File: src/rtl/uart_rx_fifo_regs.sv
// Receive buffer and receive-side status/interrupt logic.
// The deserialiser pushes characters together with their {BI,FE,PE} flags,
// and the CPU pops them. In FIFO mode the buffer holds DEPTH entries;
// otherwise it behaves as a single holding register. LSR and IIR are
// registered from the stored state.
module uart_rx_fifo_regs #(
  parameter int DATA_W    = 8,
  parameter int DEPTH     = 16,
  parameter int AW        = 4,
  parameter int TO_CYCLES = 640
) (
  input  logic              clk,
  input  logic              reset,
  input  logic              WR,
  input  logic [DATA_W-1:0] DataIn,
  input  logic [2:0]        ErrIn,
  input  logic              RD,
  input  logic              LSR_RD,
  input  logic [7:0]        FCR,
  input  logic [7:0]        IER,
  output logic [DATA_W-1:0] DataOut,
  output logic [7:0]        LSR,
  output logic [7:0]        IIR,
  output logic [AW:0]       RxLevel,
  output logic              INTR
);

  localparam int EW = DATA_W + 3;
  localparam int TW = $clog2(TO_CYCLES + 1);

  logic [EW-1:0]    mem [DEPTH];
  logic [AW-1:0]    wr_ptr, rd_ptr;
  logic [AW:0]      count;
  logic [DEPTH-1:0] err_vec;
  logic             oe;
  logic             fcr0_q;
  logic [TW-1:0]    to_cnt;

  logic          fifo_en, fcr_edge, flush;
  logic [AW:0]   cap, trig;
  logic          full, do_push, do_pop, overrun;
  logic [EW-1:0] head;
  logic [2:0]    head_err;
  logic          cto;
  logic [7:0]    lsr_d, iir_d;
  logic          unused_bits;

  assign unused_bits = ^{IER[7:3], IER[1], FCR[5:2]};

  assign fifo_en  = FCR[0];
  assign fcr_edge = FCR[0] ^ fcr0_q;
  assign flush    = fcr_edge | FCR[1];
  assign cap      = fifo_en ? (AW+1)'(DEPTH) : (AW+1)'(1);
  assign full     = (count >= cap);
  assign do_pop   = RD && (count != '0) && !flush;
  assign do_push  = WR && !flush && (!full || do_pop);
  assign overrun  = WR && !flush && full && !do_pop;
  assign head     = mem[rd_ptr];
  assign head_err = (count != '0) ? head[EW-1:DATA_W] : 3'b000;
  // The down-counter reaching zero is the "idle for TO_CYCLES" terminal count.
  assign cto      = fifo_en && (to_cnt == '0);
  assign RxLevel  = count;
  assign INTR     = ~IIR[0];

  // Trigger level selection; a single entry is enough outside FIFO mode.
  always_comb begin
    trig = (AW+1)'(1);
    if (fifo_en) begin
      case (FCR[7:6])
        2'b00:   trig = (AW+1)'(1);
        2'b01:   trig = (AW+1)'(DEPTH / 4);
        2'b10:   trig = (AW+1)'(DEPTH / 2);
        default: trig = (AW+1)'(DEPTH - 2);
      endcase
    end
  end

  // Character storage; contents are don't-care until marked valid by count.
  always_ff @(posedge clk) begin
    if (do_push) mem[wr_ptr] <= {ErrIn, DataIn};
  end

  // Pointers, level, per-entry error marks, popped data and sticky overrun.
  always_ff @(posedge clk or negedge reset) begin
    if (!reset) begin
      wr_ptr  <= '0;
      rd_ptr  <= '0;
      count   <= '0;
      err_vec <= '0;
      DataOut <= '0;
      oe      <= 1'b0;
      fcr0_q  <= 1'b0;
    end else begin
      fcr0_q <= FCR[0];
      if (flush) begin
        wr_ptr  <= '0;
        rd_ptr  <= '0;
        count   <= '0;
        err_vec <= '0;
      end else begin
        if (do_pop) begin
          rd_ptr          <= rd_ptr + 1'b1;
          DataOut         <= head[DATA_W-1:0];
          err_vec[rd_ptr] <= 1'b0;
        end
        // On a full push+pop the pointers coincide, so the push mark must win.
        if (do_push) begin
          wr_ptr          <= wr_ptr + 1'b1;
          err_vec[wr_ptr] <= |ErrIn;
        end
        case ({do_push, do_pop})
          2'b10:   count <= count + 1'b1;
          2'b01:   count <= count - 1'b1;
          default: count <= count;
        endcase
      end
      if (fcr_edge)     oe <= 1'b0;
      else if (overrun) oe <= 1'b1;
      else if (LSR_RD)  oe <= 1'b0;
    end
  end

  // Idle timer: reloads on any bus/deserialiser activity or when empty.
  always_ff @(posedge clk or negedge reset) begin
    if (!reset)                            to_cnt <= TW'(TO_CYCLES);
    else if (WR || RD || (count == '0))    to_cnt <= TW'(TO_CYCLES);
    else if (to_cnt != '0)                 to_cnt <= to_cnt - 1'b1;
  end

  // Next LSR and IIR values; IIR follows RLS > RDA > CTO priority.
  always_comb begin
    lsr_d = {fifo_en && (|err_vec), 2'b00, head_err, oe, count != '0};
    iir_d = {fifo_en ? 2'b11 : 2'b00, 2'b00, 4'b0001};
    if (IER[2] && (oe || (head_err != 3'b000)))  iir_d[3:0] = 4'b0110;
    else if (IER[0] && (count >= trig))          iir_d[3:0] = 4'b0100;
    else if (IER[0] && cto)                      iir_d[3:0] = 4'b1100;
  end

  // Status registers.
  always_ff @(posedge clk or negedge reset) begin
    if (!reset) begin
      LSR <= 8'h00;
      IIR <= 8'h01;
    end else begin
      LSR <= lsr_d;
      IIR <= iir_d;
    end
  end

endmodule

File: config.mk
export PLATFORM = sky130hd
export DESIGN_NAME = uart_rx_fifo_regs
export DESIGN_NICKNAME = d
export VERILOG_FILES = /design/src/rtl/uart_rx_fifo_regs.sv
export SDC_FILE = /design/constraint.sdc
export NUM_CORES = 1
export LEC_CHECK = 0
export CORE_UTILIZATION = 59
export DETAILED_ROUTE_END_ITERATION = 16
export PLACE_DENSITY = 0.79
export SLEW_MARGIN = 20
export SYNTH_ARGS = -nofsm -noshare
export SYNTH_HDL_FRONTEND = slang
export SYNTH_SLANG_ARGS = --single-unit
File: constraint.sdc
create_clock -name clk -period 3.8 [get_ports clk]
set_clock_uncertainty 0.15 [all_clocks]
set_input_delay 1.14 -clock clk [delete_from_list [all_inputs] [get_ports clk]]
set_output_delay 1.14 -clock clk [all_outputs]
set_load 0.02 [all_outputs]
==> impl_metrics.tcl, run 1 <==
set metrics [dict create \
    synth-warning-count 0 \
    cp_num_buf_inv 3 \
    cts_root_buf "clkbuf_16" \
    via_per_inst 6.17 \
    clock_latency_ns 0.51 \
    syn2layout_area_growth_pct 17.1 \
    wire_per_inst_um 23.4 \
    finalNetCount 744 \
    synth_area_um2 10000 \
    layout_commonest_cell "edfxtp_1" \
    max_freq_mhz 300 \
    finalHoldViolCount 0 \
    ys.flop_type "edfxtp_1" \
    cap_violations 0 \
    placedCellCount 888 \
    synth-seq-cells 235 \
    initial_core_util_pct 60.3 \
    pin_count 62 \
    drc 0 \
    gp_congestion 0.901 \
    yosysSeqAreaShare_pct 67.6 \
    clock_path_buffers 3 \
    path_clk_slew_ns 0.06 \
    fp.dieArea_um2 17500 \
    crit_fanout 6 \
    p_leak_nw 4.31 \
    overflow 0 \
    crit_family "buffers and inverters" \
    report.final.slew_viol_count 0 \
    cts-resized-gates 0 \
    cts.sinks 235 \
    cpPeakStageDelay_ns 0.55 \
    endpoint_kind "register" \
    antenna_found_initial 0 \
    fp.dieH_um 132 \
    hpwlAfterDp_um 14400 \
    synth_edf_count 176 \
    synth_area_per_cell_um2 16.5 \
    place_area_um2 11000 \
    p_per_area_nw_per_um2 456 \
    fin_setup_tns_ns 0 \
    synthArstFlopShare_pct 25.1 \
    core_area_um2 16600 \
    vias 5729 \
    synthCells 607 \
    dr.first_iter.drc_count 536 \
    synthSimpleGateAreaFrac_pct 6.64 \
    cp.required_ns 3.87 \
    crit_chain "clkdlybuf4s50_1, inv_1, ha_1, o31a_4, o21ai_4, nand3_1, nor2_1, buf_4" \
    setup-violations-final 0 \
    rows 47 \
    drive_above_1_share_pct 22.5 \
    final_cells 928 \
    min_path_cells 0 \
    relSlewSlack_pct 51.9 \
    synth-xor-area-share_pct 1.05 \
    holdCritPathClass "reg -> reg" \
    synthMuxAreaShare_pct 14.3 \
    synthDistinctLibCells 53 \
    yosys.area_share.adder_pct 2.45 \
    status "complete, no violations" \
    reg2reg_depth 10 \
    cts_made_buffers 23 \
    slowest_stage "clkdlybuf4s50_1" \
    htreeDepth 1 \
    cts_hold_buf 0 \
    stdcell_area_um2 11700 \
    num_antenna_cells 0 \
    routed_wirelength_um 21700 \
    dieWidth_um 132 \
    crit_arrival_ns 3.40 \
    postRouteAntennaNets 0 \
    post-layout-total-power_mw 5.34 \
    synth-compound-area-share_pct 4.80 \
    cts_tree "yes" \
    io_buffers 47 \
    path_class "in -> reg" \
    grt_max_degree 26 \
    postCtsSetupBuffers 0 \
    worst_slew_pin_slew_ns 0.721 \
    drtPass1Iterations 6 \
    crit_path_start_kind "input port" \
    grt_pass1_vias 5989 \
    synth_top_family_by_area "multiplexers" \
    grt_pass1_wl_um 34300 \
    cp.depth 8 \
    fin_crit_sh_pct 87.8 \
    final_cell_mix "edfxtp_1 (176), dfrtp_1 (54), mux4_2 (52)" \
    rsz0062_at_grt "no" \
    vdd_drop_max_mv 0.421 \
    grt_use_total_pct 26.4 \
    fin_crit_ns 3.34 \
]
[registers in the layout (all words and copies together) (netlist names)]
signal	count
DataOut	8
wr_ptr	4
IIR	5
mem	176
rd_ptr	4
LSR	6
err_vec	16
oe	1
RxLevel	5
to_cnt	10
[worst paths after layout]
kind	start	end	slack, ns
hold reg to reg	oe$_DFFE_PN0P_	LSR[1]$_DFF_PN0_	0.25
max in group asynchronous	reset	IIR[0]$_DFF_PN1_	2.36
setup / recovery	FCR[0]	mem[7][10]$_DFFE_PP_	0.46
min in group asynchronous	reset	to_cnt[8]$_DFFE_PN0P_	0.42
setup reg to reg	RxLevel[1]$_DFFE_PN0P_	RxLevel[4]$_DFFE_PN0P_	0.81
hold / removal	oe$_DFFE_PN0P_	LSR[1]$_DFF_PN0_	0.25
[metal layers]
metal / GRT usage [%] / wire (um)
met4: 9.45 / 701
met1: 36.4 / 8630
met5: 0 / 0
met3: 4.92 / 1720
met2: 42.9 / 10700
[worst reg2reg max path, cell delays in order (launching register included)]
cell	delay, ns
dfrtp_1	0.45
or3_1	0.53
o21a_2	0.33
nand3_1	0.14
inv_1	0.10
ha_1	0.32
nor2b_1	0.14
o21ai_0	0.20
a21oi_1	0.10
a31oi_1	0.24
mux2i_1	0.21
[final cells by class]
type                            count  area, um2
Sequential cell                   235       6770
Fill cell                        1045       4870
Multi-Input combinational cell    308       2940
Timing Repair Buffer               96        896
Clock buffer                       28        614
Tap cell                          220        275
Inverter                           29        109
Clock inverter                     12        108
[logic make-up (layout without fill, tap and decap cells)]
| group | Yosys count | in the layout |
|---|---|---|
| AND/OR/NAND/NOR | 130 | 130 |
| AO/OA/AOI/OAI | 68 | 68 |
| multiplexers | 75 | 75 |
| XOR/XNOR | 12 | 12 |
| flip-flops | 235 | 235 |
| adder cells (fa/ha/maj) | 19 | 19 |
| other | 1 | 4 |
| buffers and inverters | 67 | 165 |
[power breakdown]
| group | switching (mW) | leakage, nW | internal [mW] |
|---|---|---|---|
| combinational | 0.186 | 1.56 | 0.145 |
| clock | 0.896 | 0.358 | 1.28 |
| sequential | 0.0275 | 2.38 | 2.80 |
| total | 1.11 | 4.31 | 4.23 |
[synthesized netlist by cell type (all sizes together) (4+ instances only)]
cell	n	area share, %
a21o	4	0.30
a21oi	14	0.70
a22o	4	0.35
a31oi	14	0.88
and3	5	0.31
buf	19	1.3
clkbuf	19	0.71
dfrtp	56	14
edfxtp	176	53
ha	18	2.3
inv	29	1.1
mux2	20	2.3
mux4	52	12
nand2	24	0.90
nand2b	5	0.31
nand3	15	0.75
nand4	11	0.69
nor2	31	1.2
nor2b	7	0.44
nor3	8	0.40
nor4	7	0.59
o21ai	14	0.85
or3	9	0.56
xnor2	10	0.88
[stage by stage]
step | utilization [%] | setup slack [ns] | hold slack (ns)
after CTS | 70.6 | 0.518 | 0.252
after global routing | 70.6 | 0.398 | 0.275
after floorplan | - | 0.160 | 0.219
after detailed placement | 66.3 | 0.0528 | 0.239
final | 70.6 | 0.464 | 0.250
after global placement | 66.3 | 0.0842 | 0.234
No activity file was read; power rests on OpenSTA's default activity.
==> run 2: changes to the inputs <==
Settings changed: SKIP_CTS_REPAIR_TIMING from default to 1.
==> results of run 2 <==
No change in the layout: final DEF, timing and power equal those of run 1.
==> run 3: changes to the inputs <==
Settings changed: CORE_UTILIZATION 59 to 61, CTS_BUF_LIST from default to sky130_fd_sc_hd__clkbuf_2 sky130_fd_sc_hd__clkbuf_4 sky130_fd_sc_hd__clkbuf_8, PLACE_DENSITY 0.79 to 0.82.
==> impl_metrics.tcl, run 3 (same netlist as run 1, synthesis figures left out) <==
set metrics [dict create \
    htreeDepth 2 \
    ff_latch_area_um2 6770 \
    path_clk_slew_ns 0.06 \
    postRouteAntennaNets 0 \
    crit_chain "clkdlybuf4s50_1, xor2_1, nor2_1, nand3_1, inv_1, ha_1, nor2b_1, o21ai_0, a21oi_1, a31oi_1, mux2i_1" \
    clock_latency_ns 0.55 \
    finalNetCount 759 \
    placedCellCount 884 \
    drive_above_1_share_pct 25.9 \
    gp_congestion 0.909 \
    dr.first_iter.drc_count 544 \
    nFillCells 954 \
    report.final.slew_viol_count 0 \
    status "complete, no violations" \
    layout_commonest_cell "edfxtp_1" \
    overflow 0 \
    postLayoutSetupSlackWorst_ns 0.488 \
    crit_fanout 3 \
    dieWidth_um 130 \
    cp_num_buf_inv 2 \
    largest_reg_flops 176 \
    fin_crit_sh_pct 87.1 \
    relSlewSlack_pct 35.6 \
    core_area_um2 15900 \
    final_cells 954 \
    clock_path_buffers 3 \
    pin_count 62 \
    rows 46 \
    routed_wirelength_um 22500 \
    hold_end "LSR[1]$_DFF_PN0_" \
    cts_tree "yes" \
    path_class "in -> reg" \
    grt_max_degree 40 \
    cts.sinks 235 \
    reg.largest.list "mem (176), err_vec (16), to_cnt (10)" \
    crit_path_start_kind "input port" \
    worst_slew_pin_slew_ns 0.967 \
    grt_use_met2_pct 46.0 \
    antenna_found_initial 0 \
    cap_violations 0 \
    post-place-ws_ns -0.0141 \
    reg2reg_depth 10 \
    slowest_stage "clkdlybuf4s50_1" \
    wire_per_inst_um 23.6 \
    cp.required_ns 4.13 \
    crit_family "buffers and inverters" \
    finalHoldViolCount 0 \
    post-layout-total-power_mw 5.37 \
    grt_use_total_pct 28.2 \
    rsz0062_at_grt "no" \
    max_freq_mhz 302 \
    cts_root_buf "clkbuf_8" \
    cpPeakStageDelay_ns 0.55 \
    min_path_cells 0 \
    endpoint_kind "register" \
    vdd_drop_max_mv 0.451 \
    p_leak_nw 4.38 \
    via_per_inst 6.15 \
    holdCritPathClass "reg -> reg" \
    syn2layout_area_growth_pct 18.4 \
    initial_core_util_pct 62.8 \
    fp.dieArea_um2 16900 \
    vias 5866 \
    largest-register "mem" \
    final_cell_mix "edfxtp_1 (176), dfrtp_1 (54), mux4_2 (52)" \
    fin_crit_ns 3.31 \
    drtPass1Iterations 5 \
    hpwlAfterDp_um 14900 \
    hp-start "oe$_DFFE_PN0P_" \
    grt_pass1_wl_um 34000 \
    grt.met1_usage_pct 37.6 \
    crit_arrival_ns 3.64 \
    multi_input_area_um2 2940 \
    grt-busiest-layer "met2" \
    r2r_slack_ns 0.65 \
    use_met3_pct 5.37 \
    io_buffers 47 \
    grt_pass1_vias 6023 \
    setup-violations-final 0 \
    fp.dieH_um 130 \
    cts_made_buffers 38 \
    num_antenna_cells 0 \
    p_per_area_nw_per_um2 453 \
    worst_r2r_endpoint "RxLevel[4]$_DFFE_PN0P_" \
    drc 0 \
    r2r_start "RxLevel[1]$_DFFE_PN0P_" \
]
[run 3: stage by stage]
stage          TNS (ns)  util, %  hold WS [ns]  area [um2]
2_1_floorplan         0        -         0.219       10000
3_3_place_gp          0     69.4         0.231       11100
3_5_place_dp    -0.0820     69.4         0.234       11100
4_1_cts               0     74.3         0.246       11800
5_1_grt               0     74.3         0.261       11800
6_report              0     74.3         0.245       11800
[run 3: where the power goes]
| group | internal (mW) | total, mW | leakage (nW) | switching (mW) |
|---|---|---|---|---|
| Clock | 1.23 | 2.21 | 0.418 | 0.976 |
| Combinational | 0.147 | 0.334 | 1.58 | 0.187 |
| Sequential | 2.80 | 2.83 | 2.38 | 0.0250 |
| Total | 4.18 | 5.37 | 4.38 | 1.19 |
[run 3: worst register-to-register path, cell delays in order (launching register included)]
cell	delay (ns)
dfrtp_1	0.47
or3_1	0.52
o21a_2	0.33
nand3_1	0.15
inv_1	0.11
ha_1	0.33
nor2b_1	0.15
o21ai_0	0.31
a21oi_1	0.12
a31oi_1	0.23
mux2i_1	0.20
[run 3: how the worst max path moves through the flow]
stage	from	slack, ns	depth (start not counted)	end
6_report	FCR[0]	0.49	11	RxLevel[4]$_DFFE_PN0P_
5_1_grt	FCR[0]	0.42	11	RxLevel[4]$_DFFE_PN0P_
4_1_cts	FCR[0]	0.53	8	mem[7][9]$_DFFE_PP_
3_5_place_dp	FCR[0]	-0.01	8	mem[7][9]$_DFFE_PP_
3_3_place_gp	FCR[0]	0.07	8	mem[7][8]$_DFFE_PP_
2_1_floorplan	FCR[0]	0.16	8	mem[7][0]$_DFFE_PP_
[run 3: layer usage]
layer  up-vias  wire length, um
li1       2548                -
met1      3017             9020
met2       249            11200
met3        52             1670
met4         0              624
met5         -                0
[run 3: area by class of cell]
cell class	count	share of cell area (%)
repair buffers	96	8.20
flip-flops and latches	235	57.1
multi-input cells	308	24.8
inverters	29	0.919
clock inverters	15	0.887
clock buffers	55	5.76
well taps	216	2.28
